File: src/rtl/uart_rx_monitor.sv
// UART receive monitor: oversampled deserialiser feeding a first-word-fall-through
// FIFO, with sticky parity, framing and overflow flags.
module uart_rx_monitor #(
  parameter int CLKS_PER_BIT = 16,
  parameter int DATA_BITS    = 8,
  parameter int PARITY       = 0,
  parameter int STOP_BITS    = 1,
  parameter int DEPTH        = 16
) (
  input  logic                         clk,
  input  logic                         rst,
  input  logic                         rx,
  input  logic                         rd_en,
  output logic [DATA_BITS-1:0]         rd_data,
  output logic                         rd_valid,
  output logic [$clog2(DEPTH+1)-1:0]   count,
  input  logic                         clr_err,
  output logic                         parity_err,
  output logic                         frame_err,
  output logic                         overflow
);

  localparam int CW = $clog2(CLKS_PER_BIT);
  localparam int IW = $clog2(DATA_BITS);
  localparam int AW = $clog2(DEPTH);
  localparam logic [CW-1:0] HALF_BIT = CW'(CLKS_PER_BIT / 2 - 1);
  localparam logic [CW-1:0] FULL_BIT = CW'(CLKS_PER_BIT - 1);
  localparam logic [IW-1:0] IDX_LAST = IW'(DATA_BITS - 1);
  localparam logic          STOP_LAST = 1'(STOP_BITS - 1);
  localparam logic          ODD_PAR   = (PARITY == 1);

  typedef enum logic [2:0] {IDLE, START, DATA, PAR, STOP, WAIT_IDLE} state_t;

  state_t               state, state_n;
  logic                 rx_meta, rxs;
  logic [CW-1:0]        cnt, cnt_n;
  logic [IW-1:0]        idx, idx_n;
  logic                 sidx, sidx_n;
  logic [DATA_BITS-1:0] shift, shift_n;
  logic                 pbad, pbad_n;
  logic                 tick, push, set_perr, set_ferr;

  logic [DATA_BITS-1:0] mem [DEPTH];
  logic [AW:0]          wr_ptr, rd_ptr;
  logic                 full, do_push, do_pop, set_ovf;

  // Two-flop synchroniser for the asynchronous serial line; idles high.
  always_ff @(posedge clk) begin
    if (rst) begin
      rx_meta <= 1'b1;
      rxs     <= 1'b1;
    end else begin
      rx_meta <= rx;
      rxs     <= rx_meta;
    end
  end

  // Receiver FSM and bit-timing datapath registers.
  always_ff @(posedge clk) begin
    if (rst) begin
      state <= IDLE;
      cnt   <= '0;
      idx   <= '0;
      sidx  <= 1'b0;
      shift <= '0;
      pbad  <= 1'b0;
    end else begin
      state <= state_n;
      cnt   <= cnt_n;
      idx   <= idx_n;
      sidx  <= sidx_n;
      shift <= shift_n;
      pbad  <= pbad_n;
    end
  end

  // Next-state, sampling and character-acceptance decisions.
  always_comb begin
    state_n  = state;
    cnt_n    = cnt;
    idx_n    = idx;
    sidx_n   = sidx;
    shift_n  = shift;
    pbad_n   = pbad;
    push     = 1'b0;
    set_perr = 1'b0;
    set_ferr = 1'b0;
    tick     = (cnt == '0);
    case (state)
      IDLE: begin
        if (!rxs) begin
          state_n = START;
          cnt_n   = HALF_BIT;
        end
      end
      START: begin
        if (!tick) begin
          cnt_n = cnt - 1'b1;
        end else if (!rxs) begin
          state_n = DATA;
          cnt_n   = FULL_BIT;
          idx_n   = '0;
        end else begin
          state_n = IDLE;
        end
      end
      DATA: begin
        if (!tick) begin
          cnt_n = cnt - 1'b1;
        end else begin
          shift_n[idx] = rxs;
          cnt_n        = FULL_BIT;
          if (idx == IDX_LAST) begin
            state_n = (PARITY != 0) ? PAR : STOP;
            sidx_n  = 1'b0;
            pbad_n  = 1'b0;
          end else begin
            idx_n = idx + 1'b1;
          end
        end
      end
      PAR: begin
        if (!tick) begin
          cnt_n = cnt - 1'b1;
        end else begin
          pbad_n  = ((^shift) ^ rxs) != ODD_PAR;
          state_n = STOP;
          cnt_n   = FULL_BIT;
          sidx_n  = 1'b0;
        end
      end
      STOP: begin
        if (!tick) begin
          cnt_n = cnt - 1'b1;
        end else if (!rxs) begin
          set_ferr = 1'b1;
          state_n  = WAIT_IDLE;
        end else if (sidx == STOP_LAST) begin
          state_n  = IDLE;
          set_perr = pbad;
          push     = !pbad;
        end else begin
          sidx_n = 1'b1;
          cnt_n  = FULL_BIT;
        end
      end
      WAIT_IDLE: begin
        if (rxs) state_n = IDLE;
      end
      default: state_n = IDLE;
    endcase
  end

  assign full     = (count == ($clog2(DEPTH+1))'(DEPTH));
  assign rd_valid = (wr_ptr != rd_ptr);
  assign count    = wr_ptr - rd_ptr;
  assign do_pop   = rd_en && rd_valid;
  assign do_push  = push && (!full || rd_en);
  assign set_ovf  = push && full && !rd_en;
  // When full, a simultaneous pop frees the head slot that the write pointer aliases.
  assign rd_data  = rd_valid ? mem[rd_ptr[AW-1:0]] : '0;

  // FIFO pointers; push and pop may occur together in any occupancy.
  always_ff @(posedge clk) begin
    if (rst) begin
      wr_ptr <= '0;
      rd_ptr <= '0;
    end else begin
      if (do_push) wr_ptr <= wr_ptr + 1'b1;
      if (do_pop)  rd_ptr <= rd_ptr + 1'b1;
    end
  end

  // FIFO storage; contents are don't-care until written.
  always_ff @(posedge clk) begin
    if (do_push) mem[wr_ptr[AW-1:0]] <= shift;
  end

  // Sticky error flags; a set condition beats a same-cycle clear.
  always_ff @(posedge clk) begin
    if (rst) begin
      parity_err <= 1'b0;
      frame_err  <= 1'b0;
      overflow   <= 1'b0;
    end else begin
      if (set_perr)     parity_err <= 1'b1;
      else if (clr_err) parity_err <= 1'b0;
      if (set_ferr)     frame_err  <= 1'b1;
      else if (clr_err) frame_err  <= 1'b0;
      if (set_ovf)      overflow   <= 1'b1;
      else if (clr_err) overflow   <= 1'b0;
    end
  end

endmodule

File: config.mk
export PLATFORM = sky130hd
export DESIGN_NAME = uart_rx_monitor
export DESIGN_NICKNAME = d
export VERILOG_FILES = /design/src/rtl/uart_rx_monitor.sv
export SDC_FILE = /design/constraint.sdc
export NUM_CORES = 1
export LEC_CHECK = 0
export BUFFER_PORTS_ARGS = -buffer_cell sky130_fd_sc_hd__buf_2
export CAP_MARGIN = 10
export CORE_ASPECT_RATIO = 1.2
export CORE_MARGIN = 4
export CORE_UTILIZATION = 45
export CTS_BUF_LIST = sky130_fd_sc_hd__clkbuf_2 sky130_fd_sc_hd__clkbuf_4 sky130_fd_sc_hd__clkbuf_8
export CTS_CLUSTER_SIZE = 30
export DETAILED_ROUTE_END_ITERATION = 10
export PLACE_DENSITY = 0.65
export REMOVE_ABC_BUFFERS = 1
export SLEW_MARGIN = 20
export SYNTH_ARGS = -nofsm -noshare
export SYNTH_HDL_FRONTEND = slang
export SYNTH_SLANG_ARGS = --single-unit
export TNS_END_PERCENT = 30
File: constraint.sdc
create_clock -name clk -period 3.1 [get_ports clk]
set_input_delay 0.31 -clock clk [delete_from_list [all_inputs] [get_ports clk]]
set_output_delay 0.31 -clock clk [all_outputs]
set_load 0.05 [all_outputs]
Word level (Yosys, flattened, before mapping)
Memory sizes are Yosys's and may differ from the RTL's. A register that Yosys moved wholly into a read port is not among the register bits.
Index checks and enable logic that the tools add are counted.
Word-level totals
  register bits after elaboration: 35
  bits in writable memories: 128
  logic and storage cells: 126
  memories kept: 1
Memories
  mem: words 16, width 8, rd ports 1, clocked after Yosys merged registers in 1, write ports 1, RTL line 43  | logic [DATA_BITS-1:0] mem [DEPTH];
Operators by class
  add/sub/neg operators: 5
  $lt $le $gt $ge: 2
  eq/ne operators: 22
  mux-type cells: 56
  bitwise operators: 1
  reductions and logical operators: 26
Operators with widths (count)
  3-bit 2-to-1 mux: 13
  4-bit 2-to-1 mux: 9
  1-bit 2-to-1 mux: 25
  2-bit != test (second input constant): 10
  3-bit one-hot mux with 6 select lines: 1
  4-bit one-hot mux with 4 select lines: 1
  3-bit != test (second input constant): 4
  5-bit by 1-bit adder with 5-bit output (second input constant): 2
  5-bit AND reduction: 2
  2-bit nonzero test: 5
  3-bit == test (second input constant): 3
  8-bit bitwise mux: 1
  8-bit 2-to-1 mux: 1
  8-bit AND reduction: 1
  8-bit XOR reduction: 1
  3-bit by 2-bit == test with 1-bit output (second input constant): 2
  3-bit one-hot mux with 2 select lines: 1
  6-bit AND reduction: 1
  5-bit == test (second input constant): 1
  1-bit logical AND: 5
  5-bit != test: 1
  5-bit subtractor: 1
  4-bit logical NOT: 1
  3-bit by 4-bit less-than comparator with 1-bit output (second input constant): 1
  17 further kinds: 19

Longest topological paths before layout
Gate-level depths: netlist (run 1).
  word-level depth: 8
  mapped depth: 10
  gate-level depth less buffers: 9

Least setup slack after synthesis (run 1)
OpenSTA, ideal clock, no wires.
  path type: register to register
  from: reg wr_ptr[0]
  to: mem mem[11][0] (enable)
  setup time: 0.383 ns
  data arrival time: 3.024 ns
  data required time: 2.717 ns
  setup slack: -0.308 ns
  cell stages (with the launch flop): 8
  path buffers: 0
  cell sequence: dfxtp_1 inv_1 ha_1 fa_1 xnor2_1 or4_4 o311ai_2 nor3_1
On the way
  longest elaborated chain between the ends: 7
Ends and longest elaborated chain
  start, declared: RTL line 44  | logic [AW:0] wr_ptr, rd_ptr;
  start signal, assigned: RTL line 169  | if (do_push) wr_ptr <= wr_ptr + 1'b1;
  5-bit subtractor: RTL line 156  | assign count = wr_ptr - rd_ptr;
  named net count[2]: RTL line 16  | output logic [$clog2(DEPTH+1)-1:0] count,
  5-bit == test: RTL line 154  | assign full = (count == ($clog2(DEPTH+1))'(DEPTH));
  1-bit logical NOT: RTL line 158  | assign do_push = push && (!full || rd_en);
  1-bit logical OR: RTL line 158
  1-bit logical AND: RTL line 158
  1-bit 2-to-1 mux: RTL line 176  | if (do_push) mem[wr_ptr[AW-1:0]] <= shift;
  1-bit 2-to-1 mux (implied by the code): RTL line 176
  end, declared: RTL line 43
The timed path passes the listed nets, and every way through them passes these cells.

Worst setup path after layout (run 1)
  from: reg wr_ptr[0]
  to: mem mem[7][6] (enable)
On the way
  longest elaborated chain between the ends: 7
Ends and longest elaborated chain (RTL line)
  5-bit subtractor: 156
  5-bit == test: 154
  1-bit logical NOT: 158
  1-bit logical OR: 158
  1-bit logical AND: 158
  1-bit 2-to-1 mux: 176
  1-bit 2-to-1 mux (implied by the code): 176
Several ways; a longest one is shown, not always the timed one.

==> impl_metrics.json, run 1 <==
{
  "period_share_pct": 94.74,
  "p_sw_w": 0.0008626,
  "whs_endpoint": "rx_meta",
  "final_cells": 688,
  "syn_area_per_cell_sq_um": 15.97,
  "vias": 3747,
  "cts.path.max_buffers": 2,
  "start_util_pct": 46.28,
  "die_area_sq_um": 17570,
  "finalPower_w": 0.003925,
  "drt-wirelength-per-cell_microns": 21.31,
  "post-route-drc-count": 0,
  "synth_area_sq_um": 6979,
  "finalNetCount": 490,
  "synth_top_area_cell": "edfxtp_1",
  "antenna_found_initial": 0,
  "holdCritPathClass": "in -> reg",
  "grt_max_degree": 36,
  "cp_max_fo": 8,
  "fp.dieW_microns": 121.7,
  "wl_met2_microns": 7788,
  "drive_gt1_share_pct": 25.00,
  "drtAntennaViolNets": 0,
  "cts_tree": "done",
  "slew_violations": 0,
  "cts.clk_slew.worst_paths_ns": 0.09,
  "cp-end-kind": "register",
  "top_layer": "met4",
  "grt_first_pass_wirelength_microns": 22540,
  "pwr-share-comb_pct": 2.1,
  "crit_family": "simple AND/OR/NAND/NOR gates",
  "slowest_stage": "nor2b_1",
  "async_flop_share_pct": 0,
  "htree_levels": 4,
  "clock-sinks": 166,
  "fp.dieH_microns": 144.4,
  "place_inst": 656,
  "max_slew_margin_pct": 45.66,
  "rsz0062_at_grt": "false",
  "hold_start": "rx",
  "synth_edf_count": 128,
  "start_kind": "register",
  "ios": 22,
  "fin_worst_skew_ns": 0.01328,
  "ys_seq_elements": 166,
  "numPortBuffers": 21,
  "hold_slack_ns": 0.04186,
  "yosysSeqAreaShare_pct": 65.97,
  "fin_area_sq_um": 7745,
  "outcome": "completed",
  "synth-main-ff-cell": "edfxtp_1",
  "r2r_cells": 8,
  "avgViaCountPerCell": 5.446,
  "synth.most_common_cell": "edfxtp_1",
  "synth_cell_types": 47,
  "p_leak_nw": 2.638,
  "post-cts-setup-buffers": 0,
  "drt_pass1_iterations": 6,
  "cts_inserted_buffers": 17,
  "netlist_top_cells_area": "edfxtp_1 (55%), mux4_2 (13%), dfxtp_1 (11%)",
  "ys_warn_count": 0,
  "slowest_delay_ns": 0.70,
  "final_util_pct": 51.35,
  "syn2layout_area_growth_pct": 10.97,
  "drt-met1-wl_microns": 5895,
  "p_int_w": 0.003062,
  "switching_share_pct": 21.98,
  "maxCapViolations": 0,
  "startpoint": "wr_ptr[0]",
  "fmax_mhz": 340.5,
  "synth_top_area_share_pct": 55.07,
  "antenna_cells": 0,
  "fill_cells": 1289,
  "synthTopCellsByCount": "edfxtp_1 (128), nor2_1 (43), mux4_2 (40), dfxtp_1 (38)",
  "hold_viol": 0,
  "r2r_slack_ns": 0.16,
  "hpwl_microns": 9923,
  "gp_congestion": 0.8199,
  "fin_crit_ns": 2.937,
  "crit_required_ns": 3.17,
  "r2r_end": "mem[7][6]",
  "num_rows": 49,
  "core-area_sq_um": 15080,
  "crit_chain": "inv_1, ha_1, fa_1, nand2b_1, a21oi_1, xor2_1, o311ai_2, nor2b_1",
  "powerDensity_nw_per_um2": 506.8,
  "wirelength_microns": 14660,
  "wl_met3_microns": 786,
  "grt_overflow": 0,
  "synth_cells": 437,
  "power_frac_seq_pct": 60.5,
  "setup_viol": 0,
  "criticalPathCategory": "reg -> reg",
  "min_path_cells": 2,
  "drtIter0Drc": 273,
  "grt_pass1_vias": 3846,
  "arrival_ns": 3.01,
  "placedInstanceArea_sq_um": 7350,
  "insertion_delay_ns": 0.44,
  "worstReg2RegStart": "wr_ptr[0]",
  "peakVddDrop_v": 0.0002390,
  "tightestPinTransition_ns": 0.8134,
  "cts_root_buf": "clkbuf_8",
  "cp.buffers_inverters": 1,
  "pwr-share-clk_pct": 37.4,
  "grt_usage_pct": 17.77
}
==> final cells by class <==
| type | count | area (sq um) | share of cell area (%) |
|---|---|---|---|
| clock inverters | 14 | 142.6 | 1.842 |
| flip-flops and latches | 166 | 4606 | 59.47 |
| clock buffers | 18 | 241.5 | 3.118 |
| repair buffers | 37 | 237.7 | 3.069 |
| inverters | 15 | 56.30 | 0.7270 |
| well taps | 204 | 255.2 | 3.296 |
| multi-input cells | 234 | 2206 | 28.48 |
==> how the worst max path moves through the flow <==
| stage | to | slack [ns] | cells after the start |
|---|---|---|---|
| CTS | mem[11][0] | -0.006 | 8 |
| floorplan | mem[11][0] | -0.31 | 7 |
| global route | mem[7][4] | 0.04 | 7 |
| finish | mem[7][6] | 0.16 | 8 |
| global placement | mem[4][3] | -0.02 | 8 |
| detailed placement | mem[4][3] | -0.05 | 8 |
==> routing by layer <==
metal / track usage, % / vias up
met5: 0 / -
met4: 6.018 / 0
met3: 3.638 / 17
met2: 30.89 / 119
met1: 22.31 / 1874
li1: - / 1737
==> placed cells by master, fill, tap and decap left out, types with 3 or more instances in the layout <==
cell type | synthesis | final
a21oi_1 | 13 | 13
a311oi_1 | 3 | 3
and3_1 | 15 | 15
buf_2 | 3 | 21
buf_4 | 0 | 15
clkbuf_8 | 0 | 17
clkinv_4 | 0 | 5
clkinvlp_4 | 0 | 3
dfxtp_1 | 38 | 37
edfxtp_1 | 128 | 128
ha_1 | 13 | 13
inv_1 | 15 | 15
inv_6 | 0 | 4
mux2i_1 | 8 | 8
mux4_2 | 40 | 40
nand2_1 | 14 | 14
nand3_1 | 5 | 5
nand3b_1 | 6 | 6
nand4_1 | 4 | 4
nor2_1 | 43 | 43
nor2b_1 | 15 | 15
nor3_1 | 5 | 3
xnor2_1 | 12 | 12
xor2_1 | 7 | 7
==> flip-flops by register name (all words and copies together) (netlist names), 3 cells and up, named ones only <==
name    count
mem       128
shift       8
rd_ptr      5
wr_ptr      5
cnt         4
idx         3
state       3
==> timing repair <==
action                     CTS  global route
gates resized for setup      2             1
hold buffers                 0             0
setup endpoints to repair  106             8
pin swaps                    0             0
==> power by group through the flow <==
stage,Sequential (W),Combinational [W],Clock [W]
final,0.00238,0.0000808,0.00147
after global routing,0.00238,0.0000908,0.00162
after CTS,0.00238,0.0000809,0.00150
after detailed placement,0.00243,0.0000805,0
after global placement,0.00243,0.0000790,0
after floorplan,0.00243,0.0000510,0
==> per-stage QoR <==
step                setup WS, ns   TNS (ns)
floorplan                -0.3077     -26.53
global placement        -0.01588    -0.1256
detailed placement      -0.04529     -2.652
CTS                    -0.005748  -0.005748
global route             0.03699          0
finish                    0.1630          0
==> cell families (layout without fill, tap and decap cells) <==
logic type | after synthesis | in the layout | synth area share (%)
AOI/OAI and AO/OA | 32 | 32 | 3.155
xor gates and xnor gates | 19 | 19 | 2.384
adders and majority gates | 14 | 14 | 2.617
buffers and inverters | 37 | 84 | 2.581
DFF | 166 | 166 | 65.97
muxes | 48 | 48 | 14.06
and+or+nand+nor | 121 | 121 | 9.232
(Power assumes the default switching activity.)
==> inputs of run 2 (changes only) <==
- CORE_ASPECT_RATIO: 1.2 -> unset
==> run 2 against run 1 <==
Die area barely moved. First-iteration DRC count rose by 27%. Clock power rose by 7%. Sequential power barely moved. Combinational power barely moved. Hold slack improved by 0.0048 ns. Critical path depth rose by 1. Critical path type unchanged. Largest power group unchanged. Register-to-register slack improved by 0.09 ns. Critical endpoint is now mem[4][1]. Global-route usage fell by 1.0 points.
==> impl_metrics.json, run 2 (same netlist as run 1, synthesis figures left out) <==
{
  "outcome": "completed",
  "powerDensity_nw_per_um2": 517.2,
  "rsz0062_at_grt": "false",
  "post-route-drc-count": 0,
  "grt_usage_pct": 16.77,
  "setup_viol": 0,
  "placedInstanceArea_sq_um": 7367,
  "period_share_pct": 91.99,
  "maxCapViolations": 0,
  "max_slew_margin_pct": 54.78,
  "slowest_delay_ns": 0.46,
  "drtIter0Drc": 348,
  "multi_input_area_sq_um": 2211,
  "pwr-share-clk_pct": 39.0,
  "htree_levels": 4,
  "cts-hold-fix-buffers": 0,
  "antenna_found_initial": 0,
  "wirelength_microns": 13810,
  "drt_pass1_iterations": 5,
  "final_cell_mix": "edfxtp_1 (128), nor2_1 (43), mux4_2 (40)",
  "hold_viol": 0,
  "cp_max_fo": 14,
  "slowest_stage": "and3_1",
  "p_int_w": 0.003152,
  "insertion_delay_ns": 0.45,
  "largest_reg_flops": 128,
  "p_leak_nw": 2.687,
  "cts_inserted_buffers": 17,
  "fill_cells": 1269,
  "fin_crit_ns": 2.852,
  "crit_chain": "inv_1, ha_1, fa_1, nand2b_1, a21oi_1, xor2_1, buf_4, o31a_2, and3_1",
  "ios": 22,
  "antenna_cells": 0,
  "fin_area_sq_um": 7790,
  "cts_root_buf": "clkbuf_8",
  "arrival_ns": 2.96,
  "final_common_cell": "edfxtp_1",
  "hold_start": "rx",
  "numPortBuffers": 21,
  "cts.clk_slew.worst_paths_ns": 0.09,
  "gp_congestion": 0.7902,
  "slew_violations": 0,
  "fmax_mhz": 350.7,
  "worstReg2RegStart": "wr_ptr[0]",
  "hpwl_microns": 9394,
  "grt_max_degree": 36,
  "crit_required_ns": 3.21,
  "startpoint": "wr_ptr[0]",
  "drt-wirelength-per-cell_microns": 20.40,
  "vias": 3712,
  "peakVddDrop_v": 0.0003098,
  "switching_share_pct": 21.76,
  "fp.dieW_microns": 132.5,
  "num_rows": 45,
  "start_kind": "register",
  "cts_tree": "done",
  "grt_pass1_vias": 3864,
  "cts.path.max_buffers": 2,
  "p_sw_w": 0.0008768,
  "die_area_sq_um": 17570,
  "core-area_sq_um": 15200,
  "avgViaCountPerCell": 5.483,
  "cp.buffers_inverters": 2,
  "crit_family": "adder cells",
  "criticalPathCategory": "reg -> reg",
  "syn2layout_area_growth_pct": 11.62,
  "tightestPinTransition_ns": 0.6746,
  "fin_worst_skew_ns": 0.01588,
  "drtAntennaViolNets": 0,
  "grt_first_pass_wirelength_microns": 22090,
  "cp-end-kind": "register",
  "pwr-share-comb_pct": 2.0,
  "power_frac_seq_pct": 59.0,
  "drive_gt1_share_pct": 25.97,
  "clock-sinks": 166,
  "finalNetCount": 495,
  "seqCellArea_sq_um": 4606,
  "fp.dieH_microns": 132.5,
  "holdCritPathClass": "in -> reg",
  "grt_overflow": 0,
  "finalPower_w": 0.004029,
  "start_util_pct": 45.91
}
==> run 2: cell count changes in the layout (fill, tap and decap cells not counted), moves of 2 or more <==
cell / previous run / this run
inv_8: 1 / 4
buf_4: 15 / 20
and3_2: 0 / 2
and3_1: 15 / 13
clkinv_4: 5 / 2
clkinvlp_4: 3 / 0
clkinv_1: 0 / 2
==> run 2: layout make-up <==
type                    count  area share, %
clock buffers              18          3.100
inverters                  15         0.7228
well taps                 188          3.020
clock inverters            14          2.120
multi-input cells         234          28.38
flip-flops and latches    166          59.12
repair buffers             42          3.534
==> run 2: routing by layer <==
metal  share of wire (%)  track usage (%)
met5                   0                0
met4                 1.3            4.965
met3                 5.7            4.525
met2                  50            27.03
met1                  43            22.54
==> run 2: worst paths after layout <==
| kind | to | slack [ns] | cells past startpoint |
|---|---|---|---|
| setup / recovery | mem[4][1] | 0.25 | 9 |
| hold / removal | rx_meta | 0.05 | 2 |
| setup reg to reg | mem[4][1] | 0.25 | 9 |
| hold reg to reg | rxs | 0.41 | 1 |
==> run 2: worst reg2reg max path: stages (launching register included) <==
cell and delay [ns]:
dfxtp_1 0.34, inv_1 0.07, ha_1 0.22, fa_1 0.40
nand2b_1 0.16, a21oi_1 0.15, xor2_1 0.23, buf_4 0.17
o31a_2 0.33, and3_1 0.46
==> run 2: repair_timing <==
| action | CTS | global route |
|---|---|---|
| endpoints found under the setup margin | 11 | 112 |
| gates resized for setup | 2 | 4 |
| gates cloned | 0 | 0 |
| buffers inserted | 0 | 0 |
==> run 2: power by group through the flow <==
stage / logic (W) / registers, W / clock network [W]
6_report: 0.0000805 / 0.00238 / 0.00157
5_1_grt: 0.0000904 / 0.00238 / 0.00171
4_1_cts: 0.0000804 / 0.00238 / 0.00161
3_5_place_dp: 0.0000801 / 0.00243 / 0
3_3_place_gp: 0.0000786 / 0.00243 / 0
2_1_floorplan: 0.0000510 / 0.00243 / 0
==> run 2: through the flow <==
stage | worst slack (ns) | utilization [%] | hold WS, ns | instances | TNS (ns)
floorplan | -0.3077 | - | 0.3724 | 415 | -26.53
global placement | 0.1002 | 48.46 | 0.3955 | 645 | 0
detailed placement | -0.03423 | 48.46 | 0.3929 | 645 | -0.2705
CTS | 0.06728 | 51.20 | 0.01697 | 677 | 0
global route | 0.06525 | 51.24 | 0.01722 | 677 | 0
finish | 0.2484 | 51.24 | 0.04666 | 677 | 0
